[config.mk]
export PLATFORM = sky130hd
export DESIGN_NAME = enemy_sprite_renderer
export DESIGN_NICKNAME = d
export VERILOG_FILES = /design/src/rtl/enemy_sprite_renderer.sv
export SDC_FILE = /design/constraint.sdc
export NUM_CORES = 1
export LEC_CHECK = 0
export CAP_MARGIN = 20
export CELL_PAD_IN_SITES_DETAIL_PLACEMENT = 1
export CELL_PAD_IN_SITES_GLOBAL_PLACEMENT = 2
export CORE_ASPECT_RATIO = 0.9
export CORE_UTILIZATION = 41
export CTS_CLUSTER_SIZE = 8
export DETAILED_ROUTE_END_ITERATION = 8
export GPL_TIMING_DRIVEN = 0
export PLACE_DENSITY = 0.85
export SLEW_MARGIN = 20
export SYNTH_ARGS = -nofsm -noshare
export SYNTH_HDL_FRONTEND = slang
export SYNTH_SLANG_ARGS = --single-unit
[constraint.sdc]
create_clock -name clk -period 13.44 [get_ports clk]
set_clock_uncertainty 0.2 [all_clocks]
set_input_delay 3.36 -clock clk [delete_from_list [all_inputs] [get_ports clk]]
set_output_delay 3.36 -clock clk [all_outputs]
set_load 0.01 [all_outputs]
[src/rtl/enemy_sprite_renderer.sv]
// enemy_sprite_renderer -- walks N_PLANES enemy slots once per frame tick,
// erasing each slot's previously drawn sprite and drawing its new one, and
// emits a registered (x, y, colour, plot) pixel stream for vga_adapter.
// Optional feature: define ENEMY_RENDER_CLIP_EN to suppress plots that fall
// outside the 160x120 screen (or whose coordinate add overflowed) while
// keeping the pixel cycle, so pass timing is identical in both builds.
module enemy_sprite_renderer #(
  parameter int         N_PLANES     = 10,
  parameter int         SPRITE_W     = 4,
  parameter int         SPRITE_H     = 4,
  parameter int         X_W          = 8,
  parameter int         Y_W          = 7,
  parameter logic [2:0] PLANE_COLOUR = 3'b100,
  parameter logic [2:0] BG_COLOUR    = 3'b000
) (
  input  logic                    clk,
  input  logic                    reset,
  input  logic                    frame_tick,
  input  logic [3:0]              plane_amount,
  input  logic [N_PLANES*X_W-1:0] x_bus,
  input  logic [N_PLANES*Y_W-1:0] y_bus,
  input  logic [N_PLANES-1:0]     vis,
  output logic [X_W-1:0]          x,
  output logic [Y_W-1:0]          y,
  output logic [2:0]              colour,
  output logic                    plot,
  output logic                    busy,
  output logic                    frame_done,
  output logic                    overflow
);

  localparam int SLOT_W = (N_PLANES > 1) ? $clog2(N_PLANES) : 1;
  localparam int COL_W  = (SPRITE_W > 1) ? $clog2(SPRITE_W) : 1;
  localparam int ROW_W  = (SPRITE_H > 1) ? $clog2(SPRITE_H) : 1;
  localparam logic [SLOT_W-1:0] LAST_SLOT = SLOT_W'(N_PLANES - 1);
  localparam logic [COL_W-1:0]  LAST_COL  = COL_W'(SPRITE_W - 1);
  localparam logic [ROW_W-1:0]  LAST_ROW  = ROW_W'(SPRITE_H - 1);

  typedef enum logic [2:0] {IDLE, LATCH, ERASE, DRAW, NEXT, DONE} state_t;

  state_t            state, state_nx;
  logic [SLOT_W-1:0] slot, slot_nx;
  logic [COL_W-1:0]  col, col_nx;
  logic [ROW_W-1:0]  row, row_nx;
  logic              pending;

  logic [X_W-1:0]      bus_x  [N_PLANES];
  logic [Y_W-1:0]      bus_y  [N_PLANES];
  logic [X_W-1:0]      cur_x  [N_PLANES];
  logic [Y_W-1:0]      cur_y  [N_PLANES];
  logic [X_W-1:0]      prev_x [N_PLANES];
  logic [Y_W-1:0]      prev_y [N_PLANES];
  logic [N_PLANES-1:0] vis_eff, cur_vis, prev_drawn;

  logic [X_W-1:0] base_x, pix_x, x_nx;
  logic [Y_W-1:0] base_y, pix_y, y_nx;
  logic [2:0]     colour_nx;
  logic           plot_nx, pix_ok;

  // Unpack the coordinate buses and qualify visibility with plane_amount.
  for (genvar i = 0; i < N_PLANES; i++) begin : g_slot
    assign bus_x[i]   = x_bus[i*X_W +: X_W];
    assign bus_y[i]   = y_bus[i*Y_W +: Y_W];
    assign vis_eff[i] = vis[i] & (i < int'(plane_amount));
  end

  // A slot starts with its erase phase, else its draw phase, else just NEXT.
  function automatic state_t slot_entry(input logic drawn, input logic visible);
    if (drawn)   return ERASE;
    if (visible) return DRAW;
    return NEXT;
  endfunction

  // State register and pixel counters.
  // NOTE: clocked state uses non-blocking assignments so every register
  // samples pre-edge values regardless of statement order.
  always_ff @(posedge clk) begin
    if (reset) begin
      state <= IDLE;
      slot  <= '0;
      col   <= '0;
      row   <= '0;
    end else begin
      state <= state_nx;
      slot  <= slot_nx;
      col   <= col_nx;
      row   <= row_nx;
    end
  end

  // Next-state logic: slot walk and row-major pixel counting.
  // NOTE: every output of a combinational block gets a default first, so
  // no path leaves it unassigned and no latch is inferred.
  always_comb begin
    state_nx = state;
    slot_nx  = slot;
    col_nx   = col;
    row_nx   = row;
    unique case (state)
      IDLE:  if (frame_tick || pending) state_nx = LATCH;
      LATCH: begin
        slot_nx  = '0;
        col_nx   = '0;
        row_nx   = '0;
        state_nx = slot_entry(prev_drawn[0], vis_eff[0]);
      end
      ERASE, DRAW: begin
        if (col == LAST_COL) begin
          col_nx = '0;
          if (row == LAST_ROW) begin
            row_nx   = '0;
            state_nx = (state == ERASE && cur_vis[slot]) ? DRAW : NEXT;
          end else begin
            row_nx = row + 1'b1;
          end
        end else begin
          col_nx = col + 1'b1;
        end
      end
      NEXT: begin
        if (slot == LAST_SLOT) begin
          state_nx = DONE;
        end else begin
          slot_nx  = slot + 1'b1;
          state_nx = slot_entry(prev_drawn[slot_nx], cur_vis[slot_nx]);
        end
      end
      DONE:    state_nx = IDLE;
      default: state_nx = IDLE;
    endcase
  end

  // Base coordinates of the pixel about to be shown; the first draw after
  // LATCH reads the bus directly because the snapshot lands on that edge.
  always_comb begin
    base_x = prev_x[slot_nx];
    base_y = prev_y[slot_nx];
    if (state_nx == DRAW) begin
      base_x = (state == LATCH) ? bus_x[slot_nx] : cur_x[slot_nx];
      base_y = (state == LATCH) ? bus_y[slot_nx] : cur_y[slot_nx];
    end
  end

`ifdef ENEMY_RENDER_CLIP_EN
  logic [X_W:0] sum_x;
  logic [Y_W:0] sum_y;
  assign sum_x  = {1'b0, base_x} + (X_W+1)'(col_nx);
  assign sum_y  = {1'b0, base_y} + (Y_W+1)'(row_nx);
  assign pix_x  = sum_x[X_W-1:0];
  assign pix_y  = sum_y[Y_W-1:0];
  assign pix_ok = !sum_x[X_W] && !sum_y[Y_W] &&
                  (32'(sum_x) < 32'd160) && (32'(sum_y) < 32'd120);
`else
  assign pix_x  = base_x + X_W'(col_nx);
  assign pix_y  = base_y + Y_W'(row_nx);
  assign pix_ok = 1'b1;
`endif

  // Output decode for the state being entered, so the registered pixel
  // lines up with the cycle its phase is active.
  always_comb begin
    x_nx      = x;
    y_nx      = y;
    colour_nx = colour;
    plot_nx   = 1'b0;
    if (state_nx == ERASE || state_nx == DRAW) begin
      x_nx      = pix_x;
      y_nx      = pix_y;
      colour_nx = (state_nx == DRAW) ? PLANE_COLOUR : BG_COLOUR;
      plot_nx   = pix_ok;
    end
  end

  // Registered pixel stream and status outputs.
  always_ff @(posedge clk) begin
    if (reset) begin
      x          <= '0;
      y          <= '0;
      colour     <= '0;
      plot       <= 1'b0;
      busy       <= 1'b0;
      frame_done <= 1'b0;
    end else begin
      x          <= x_nx;
      y          <= y_nx;
      colour     <= colour_nx;
      plot       <= plot_nx;
      busy       <= (state_nx != IDLE);
      frame_done <= (state_nx == DONE);
    end
  end

  // One-deep tick queue: a tick during a pass is held; a second one is dropped.
  always_ff @(posedge clk) begin
    if (reset) begin
      pending  <= 1'b0;
      overflow <= 1'b0;
    end else if (state == IDLE) begin
      pending <= 1'b0;
    end else if (frame_tick) begin
      if (pending) overflow <= 1'b1;
      else         pending  <= 1'b1;
    end
  end

  // Erase tracking: which slots currently have a sprite on screen.
  always_ff @(posedge clk) begin
    if (reset)              prev_drawn       <= '0;
    else if (state == NEXT) prev_drawn[slot] <= cur_vis[slot];
  end

  // Per-frame coordinate snapshot and last-drawn coordinates.
  // NOTE: these arrays are deliberately not reset; every entry is written
  // before it is read (cur_* in LATCH, prev_* gated by prev_drawn).
  always_ff @(posedge clk) begin
    if (state == LATCH) begin
      cur_x   <= bus_x;
      cur_y   <= bus_y;
      cur_vis <= vis_eff;
    end
    if (state == NEXT) begin
      prev_x[slot] <= cur_x[slot];
      prev_y[slot] <= cur_y[slot];
    end
  end

endmodule

==> results of run 1 <==
==> cells in the final DEF (no fill, tap or decap), types with 11 or more instances in the layout <==
| cell | count |
|---|---|
| mux4_2 | 31 |
| inv_1 | 11 |
| nor2b_1 | 14 |
| buf_4 | 11 |
| clkdlybuf4s50_1 | 183 |
| a21oi_1 | 61 |
| nand3_1 | 96 |
| and3_1 | 30 |
| edfxtp_1 | 310 |
| buf_2 | 48 |
| clkbuf_16 | 49 |
| a31oi_1 | 27 |
| nor2_1 | 64 |
| mux2i_1 | 46 |
| a211oi_1 | 47 |
| dfxtp_1 | 42 |
| nand2_1 | 296 |
| clkbuf_1 | 49 |
| a311oi_1 | 18 |
| o21ai_0 | 28 |
==> layer usage <==
metal  vias to the layer above  routed length (um)  global-route usage, %
met5                         -                   0                      0
met4                         0                2450                   12.5
met3                       155                5600                   6.65
met2                       763               28500                   48.6
met1                      6743               25700                   39.8
li1                       5720                   -                      -
==> registers in the layout, indices dropped and copies added (netlist names), 4 cells and up <==
name	cells
cur_vis	10
cur_x	80
cur_y	70
prev_drawn	10
prev_x	80
prev_y	70
slot	4
x	8
y	7
==> stage by stage <==
stage	area, um2	setup slack (ns)	power (W)	instances
2_1_floorplan	16600	4.65	0.00189	1392
3_3_place_gp	19100	1.23	0.00222	2107
3_5_place_dp	19300	4.97	0.00222	2117
4_1_cts	20600	5.31	0.00334	2185
5_1_grt	20600	4.97	0.00344	2185
6_report	20600	5.33	0.00333	2185
==> kinds of logic after synthesis <==
group	synth area share, %
AND/OR/NAND/NOR	15.0
flip-flops	61.1
AO/OA/AOI/OAI	11.3
buffers and inverters	3.13
multiplexers	7.76
adder cells (fa/ha/maj)	0.995
XOR/XNOR	0.626
other	0.0226
==> cell type report <==
| cell class | count | area share (%) |
|---|---|---|
| clock buffer | 66 | 6.27 |
| tap | 532 | 3.23 |
| multi-input combinational | 931 | 29.0 |
| buffer | 98 | 2.36 |
| clock inverter | 2 | 0.0851 |
| sequential | 352 | 49.3 |
| timing repair buffer | 193 | 9.54 |
| inverter | 11 | 0.201 |
==> critical path, delay by kind of cell (launching register included) <==
family          cells  cell delay [ns]
buf+inv             8             3.02
flops               1             0.58
fa+ha+maj           2             0.78
compound gates      6             1.72
simple gates        7             1.63
==> power by group <==
group          internal, W  total [W]  switching, W
Clock             0.000656    0.00112      0.000462
Combinational     0.000294   0.000787      0.000493
Sequential         0.00136    0.00143     0.0000696
==> path summary, 6_finish.rpt <==
| path | slack (ns) | end | from |
|---|---|---|---|
| setup / recovery | 5.33 | x[6] | slot[1] |
| hold / removal | 0.25 | y[0] | y[0] |
| setup reg to reg | 5.33 | x[6] | slot[1] |
| hold reg to reg | 0.25 | y[0] | y[0] |
==> impl_metrics.json, run 1 <==
{
  "cpPeakStageDelay_ns": 0.84,
  "hpwl_mm": 42.6,
  "vias_per_cell": 6.12,
  "cts_num_sinks": 352,
  "ir_drop_mv": 0.0821,
  "setup_tns_ns": 0,
  "ys.flop_type": "edfxtp_1",
  "fp.dieH_um": 193,
  "yosysTopAreaCell": "edfxtp_1",
  "gp_congestion": 0.887,
  "post-route-period-util_pct": 60.4,
  "syn-instance-count": 1391,
  "synth_top_area_share_pct": 56.1,
  "clk_pin_slew_ns": 0.06,
  "fin_nets": 1815,
  "cts_resized": 0,
  "drv_cap": 0,
  "min_delay_path_depth": 2,
  "grt_pass1_vias": 13900,
  "numPortBuffers": 183,
  "syn_area_per_cell_um2": 11.9,
  "fin_util_pct": 51.8,
  "slowest_stage": "clkbuf_1",
  "antenna_found_initial": 0,
  "fmax_mhz": 123,
  "yosysMostFrequentCell": "edfxtp_1",
  "rsz0062_at_grt": "false",
  "synth-warning-count": 0,
  "std_cell_rows": 69,
  "syn_to_final_growth_pct": 24.0,
  "cts_tree": "yes",
  "pin_count": 189,
  "syn_area_um2": 16600,
  "cpMostUsedCell": "buf_2",
  "fillCellCount": 4153,
  "setup_viol": 0,
  "cts_max_path_buffers": 3,
  "grt_max_degree": 57,
  "crit_type": "reg2reg",
  "cts_hold_buffers": 0,
  "cts_made_buffers": 49,
  "async_flop_share_pct": 0,
  "grt-ovfl-total": 0,
  "dieArea_um2": 41300,
  "hold_path_class": "reg2reg",
  "period_minus_slack_ns": 8.11,
  "end_kind": "flip-flop",
  "power.density_nw_per_um2": 162,
  "worstMarginPinSlew_ns": 1.21,
  "p_leak_nw": 7.20,
  "drv_slew": 0,
  "core_um2": 39700,
  "drive_gt1_share_pct": 11.9,
  "h-tree-depth": 2,
  "synth_common_cells": "edfxtp_1 (310), nand2_1 (296), nand3_1 (96), nor2_1 (65), a21oi_1 (61)",
  "synth_seq_cells": 352,
  "num_vias": 13400,
  "start_util_pct": 41.8,
  "first_pass_iters": 5,
  "reg2reg_depth": 23,
  "cts_post_setup_buffers_inserted": 0,
  "route.detailed.wl_per_inst_um": 28.5,
  "status": "completed",
  "synth_seq_area_share_pct": 61.1,
  "seqCellArea_um2": 10100,
  "start_kind": "flip-flop",
  "yosys-top-cells-area": "edfxtp_1 (56%), nand2_1 (6.7%), dfxtp_1 (5.1%), mux4_2 (4.2%), nand3_1 (2.9%)",
  "clock-root-buffer": "clkbuf_16",
  "drc": 0,
  "drt_iter0_markers": 1421,
  "routed_wl_mm": 62.3,
  "cp.required_ns": 13.69,
  "hold_violations": 0,
  "arrival_ns": 8.36,
  "antenna_left": 0,
  "slew_headroom_pct": 19.0,
  "insertedDiodeCount": 0,
  "yosysUniqueCellTypes": 86,
  "grt_usage_pct": 30.2,
  "die_w_um": 214,
  "crit_chain": "buf_6, clkbuf_1, inv_1, ha_1, nand3b_1, a41oi_2, nand2_2, buf_2, buf_2, buf_2, buf_1, nand2_1, a311oi_1, a31oi_1, o21ai_0, a21oi_1, nor2_1, a31o_2, inv_1, fa_1, nor3b_2, nor2_1, or3b_1",
  "grt_pass1_wl_mm": 91.3,
  "synth-edff-count": 310,
  "whs_ns": 0.255,
  "critPathMaxFanout": 10,
  "clock_latency_ns": 0.58,
  "multi_input_area_um2": 5970
}
Note: power is estimated with default switching activity, not from simulation.
==> run 2, diff against run 1 <==
CORE_UTILIZATION = 38   (was 41)
PLACE_DENSITY = 0.8   (was 0.85)
clock period = 8.35 ns   (was 13.44 ns; I/O delays follow)
==> impl_metrics.json, run 2 (synthesis results as in run 1) <==
{
  "drv_cap": 0,
  "min_delay_path_depth": 2,
  "hold_path_class": "reg2reg",
  "timing.rr.start": "slot[1]",
  "cts_made_buffers": 50,
  "combPwrFrac_pct": 23.2,
  "finalPower_w": 0.00540,
  "grt-ovfl-total": 0,
  "largest_registers": "cur_x: 80 flops, prev_x: 80 flops",
  "holdPathEnd": "y[0]",
  "hpwl_mm": 41.8,
  "grt_pass1_wl_mm": 89.7,
  "cpPeakStageDelay_ns": 0.80,
  "slew_headroom_pct": 20.3,
  "grt_usage_pct": 27.6,
  "rsz0062_at_grt": "false",
  "clock_latency_ns": 0.60,
  "num_vias": 13200,
  "seqCellArea_um2": 10100,
  "cts_resized": 0,
  "gp_congestion": 0.876,
  "worstMarginPinSlew_ns": 1.20,
  "multi_input_area_um2": 5970,
  "p_leak_nw": 7.22,
  "drive_gt1_share_pct": 11.9,
  "switching_share_pct": 30.8,
  "end_kind": "flip-flop",
  "fillCellCount": 4517,
  "period_minus_slack_ns": 7.80,
  "placed_cell_area_um2": 19300,
  "grt_max_degree": 98,
  "grt_pass1_vias": 13600,
  "crit_start": "slot[1]",
  "cts_num_sinks": 352,
  "r2r_setup_slack_ns": 0.55,
  "arrival_ns": 8.07,
  "post-route-period-util_pct": 93.4,
  "cts_max_path_buffers": 3,
  "fmax_mhz": 128,
  "die_w_um": 222,
  "clkPwrFrac_pct": 34.2,
  "drv_slew": 0,
  "status": "completed",
  "final_common_cell": "edfxtp_1",
  "final_cell_mix": "edfxtp_1 (310), nand2_1 (296), clkdlybuf4s50_1 (183)",
  "antenna_left": 0,
  "min_from": "y[0]",
  "hold_violations": 0,
  "netSwitchingPower_w": 0.00166,
  "antenna_found_initial": 2,
  "clock-root-buffer": "clkbuf_16",
  "drt_iter0_markers": 1311,
  "insertedDiodeCount": 0,
  "setup_viol": 0,
  "p_int_w": 0.00374,
  "cp.required_ns": 8.62,
  "cts_tree": "yes",
  "crit_type": "reg2reg",
  "routed_wl_mm": 61.7,
  "start_kind": "flip-flop",
  "core_um2": 43100,
  "cts_post_setup_buffers_inserted": 0,
  "clk_pin_slew_ns": 0.06,
  "slowest_stage": "o21ai_1",
  "fin_nets": 1816,
  "cts_hold_buffers": 0,
  "power.density_nw_per_um2": 261,
  "seqPwrFrac_pct": 42.6,
  "syn_to_final_growth_pct": 24.4,
  "h-tree-depth": 2,
  "fp.dieH_um": 200,
  "worstReg2RegEnd": "x[6]",
  "fin_area_um2": 20700,
  "std_cell_rows": 72,
  "first_pass_iters": 5,
  "drc": 0,
  "ir_drop_mv": 0.147,
  "cpMostUsedCell": "buf_2",
  "reg2reg_depth": 26,
  "numPortBuffers": 183,
  "dieArea_um2": 44500,
  "vias_per_cell": 5.98,
  "critPathMaxFanout": 10,
  "route.detailed.wl_per_inst_um": 27.8,
  "pin_count": 189,
  "start_util_pct": 38.6
}
==> run 2: how the worst max path moves through the flow <==
stage	end	slack, ns
3_5_place_dp	x[6]	0.28
4_1_cts	x[6]	0.24
3_3_place_gp	x[6]	-0.15
6_report	x[6]	0.55
5_1_grt	x[6]	0.24
2_1_floorplan	x[6]	2.14
==> run 2: critical path, delay by kind of cell (launching register included) <==
family,cells,cell delay [ns]
simple gates,7,1.37
flops,1,0.58
buf+inv,11,2.78
fa+ha+maj,3,0.94
compound gates,5,1.75
==> run 2: per-layer routing <==
metal | track usage [%] | wire length (um) | up-vias | share of wire [%]
met1 | 38.2 | 26200 | 6733 | 42
met2 | 43.6 | 28300 | 645 | 46
met5 | 0 | 0 | - | 0
met3 | 4.90 | 5230 | 140 | 8.5
li1 | - | - | 5728 | -
met4 | 10.1 | 1990 | 0 | 3.2
==> run 2: area by class of cell <==
type	count	area share, %
clock buffers	70	6.42
plain buffers	98	2.39
multi-input cells	931	28.9
clock inverters	4	0.206
inverters	11	0.200
repair buffers	193	9.40
flip-flops and latches	352	49.1
well taps	555	3.36
==> run 2: power by group through the flow <==
| stage | registers [W] | clock network (W) | logic (W) |
|---|---|---|---|
| detailed placement | 0.00232 | 0 | 0.00124 |
| finish | 0.00230 | 0.00185 | 0.00125 |
| floorplan | 0.00231 | 0 | 0.000714 |
| global route | 0.00232 | 0.00193 | 0.00134 |
| global placement | 0.00235 | 0 | 0.00120 |
| CTS | 0.00230 | 0.00187 | 0.00125 |
==> run 2: stage by stage <==
step | util (%) | hold slack (ns) | worst slack [ns] | setup TNS (ns) | std cells
6_report | 48.0 | 0.253 | 0.553 | 0 | 2214
5_1_grt | 48.0 | 0.290 | 0.242 | 0 | 2214
4_1_cts | 47.9 | 0.260 | 0.240 | 0 | 2213
3_5_place_dp | 44.8 | 0.251 | 0.280 | 0 | 2139
3_3_place_gp | 44.4 | 0.244 | -0.151 | -0.206 | 2130
2_1_floorplan | - | 0.252 | 2.14 | 0 | 1392
==> run 3, diff against run 2 <==
ABC_CLOCK_PERIOD_IN_PS = 8350   (was unset)
CTS_CLUSTER_DIAMETER = 30   (was unset)
==> impl_metrics.json, run 3 (synthesis results as in run 1) <==
{
  "die_w_um": 222,
  "antenna_left": 0,
  "cp.required_ns": 8.64,
  "pin_count": 189,
  "std_cell_rows": 72,
  "fin_util_pct": 51.5,
  "grt_max_degree": 98,
  "drv_slew": 0,
  "arrival_ns": 8.05,
  "cts_hold_buffers": 0,
  "drc": 0,
  "end_kind": "flip-flop",
  "critPathMaxFanout": 10,
  "gr-max-usage-layer": "met2",
  "clock-root-buffer": "clkbuf_16",
  "setup_viol": 0,
  "grt_pass1_wl_mm": 92.8,
  "largest_registers": "cur_x: 80 flops, prev_x: 80 flops",
  "numPortBuffers": 183,
  "finalPower_w": 0.00690,
  "hpwl_mm": 41.8,
  "fin_area_um2": 22200,
  "slowest_stage": "o21ai_1",
  "num_vias": 13700,
  "routed_wl_mm": 63.9,
  "status": "completed",
  "post-route-period-util_pct": 92.9,
  "slew_headroom_pct": 21.1,
  "cts_tree": "yes",
  "drt_iter0_markers": 1364,
  "grt-ovfl-total": 0,
  "dieArea_um2": 44500,
  "fin_nets": 1848,
  "hold_violations": 0,
  "grt_util_met1_pct": 38.3,
  "critPathTopFamily": "buffers and inverters",
  "ir_drop_mv": 0.181,
  "antenna_found_initial": 1,
  "period_minus_slack_ns": 7.75,
  "core_um2": 43100,
  "power.density_nw_per_um2": 312,
  "grt_pass1_vias": 14100,
  "start_util_pct": 38.6,
  "route.detailed.wl_per_inst_um": 27.9,
  "rsz0062_at_grt": "false",
  "stdcell_count": 2291,
  "drv_cap": 0,
  "whs_ns": 0.254,
  "placedCellCount": 2139,
  "cts_post_setup_buffers_inserted": 0,
  "use_met2_pct": 45.4,
  "insertedDiodeCount": 0,
  "cts_max_path_buffers": 3,
  "cp_num_buf_inv": 11,
  "cts_made_buffers": 82,
  "cpMostUsedCell": "buf_2",
  "cts_resized": 0,
  "h-tree-depth": 3,
  "p_leak_nw": 7.95,
  "cts_num_sinks": 352,
  "syn_to_final_growth_pct": 33.5,
  "hold_path_class": "reg2reg",
  "vias_per_cell": 5.96,
  "start_kind": "flip-flop",
  "fp.dieH_um": 200,
  "fmax_mhz": 129,
  "grt_usage_pct": 28.6,
  "final_common_cell": "edfxtp_1",
  "placed_cell_area_um2": 19300,
  "drive_gt1_share_pct": 15.8,
  "cpPeakStageDelay_ns": 0.78,
  "clk_pin_slew_ns": 0.04,
  "gp_congestion": 0.876,
  "first_pass_iters": 5,
  "crit_type": "reg2reg",
  "worstMarginPinSlew_ns": 1.18,
  "final_cell_mix": "edfxtp_1 (310), nand2_1 (296), clkdlybuf4s50_1 (183)",
  "clock_latency_ns": 0.63,
  "grt_use_met3_pct": 6.51
}
==> run 3: cell types whose count changed in the layout (fill, tap and decap cells not counted) <==
cell        delta
clkbuf_16     +33
bufinv_16     +13
clkinv_2      +13
clkinv_1      +12
clkbuf_1      -11
clkinvlp_4     +7
clkbuf_8       +5
clkinv_4       +2
clkinv_8       +2
inv_16         +2
inv_6          -2
clkinv_16      +1
==> run 3: where the power goes <==
| group | switching, W | internal, W | total [W] |
|---|---|---|---|
| Clock | 0.00107 | 0.00226 | 0.00334 |
| Sequential | 0.000109 | 0.00219 | 0.00230 |
| Combinational | 0.000802 | 0.000461 | 0.00126 |
==> run 3: through the flow <==
stage | setup WS, ns | setup TNS [ns]
after floorplan | 2.14 | 0
after global placement | -0.151 | -0.206
after detailed placement | 0.280 | 0
after CTS | 0.166 | 0
after global routing | 0.313 | 0
final | 0.595 | 0
==> run 3: cell type report <==
class / instances / area (um2)
inverter: 11 / 41.3
fill: 4436 / 20900
multi-input combinational: 931 / 5970
sequential: 352 / 10100
clock inverter: 54 / 698
clock buffer: 97 / 2180
buffer: 98 / 493
timing repair buffer: 193 / 1940
tap: 555 / 694
==> run 3: path summary, 6_finish.rpt <==
path / start / endpoint / slack [ns] / depth (start not counted)
worst max register to register: slot[1] / x[6] / 0.60 / 26
worst min register to register: y[0] / y[0] / 0.25 / 2
worst max-delay path: slot[1] / x[6] / 0.60 / 26
worst min-delay path: y[0] / y[0] / 0.25 / 2
==> run 3: per-layer routing <==
layer	up-vias	wire length, um	share of wire (%)
met5	-	0	0
met4	0	2240	3.5
met3	164	5720	9.0
met2	730	29300	46
met1	6924	26600	42
li1	5832	-	-
==> run 3: worst reg2reg max path, delay by kind of cell (launching register included) <==
family                   cells  cell delay, ns
buffers and inverters       11            2.79
AND/OR/NAND/NOR              7            1.41
adder cells (fa/ha/maj)      3            0.95
flip-flops                   1            0.56
AO/OA/AOI/OAI                5            1.72
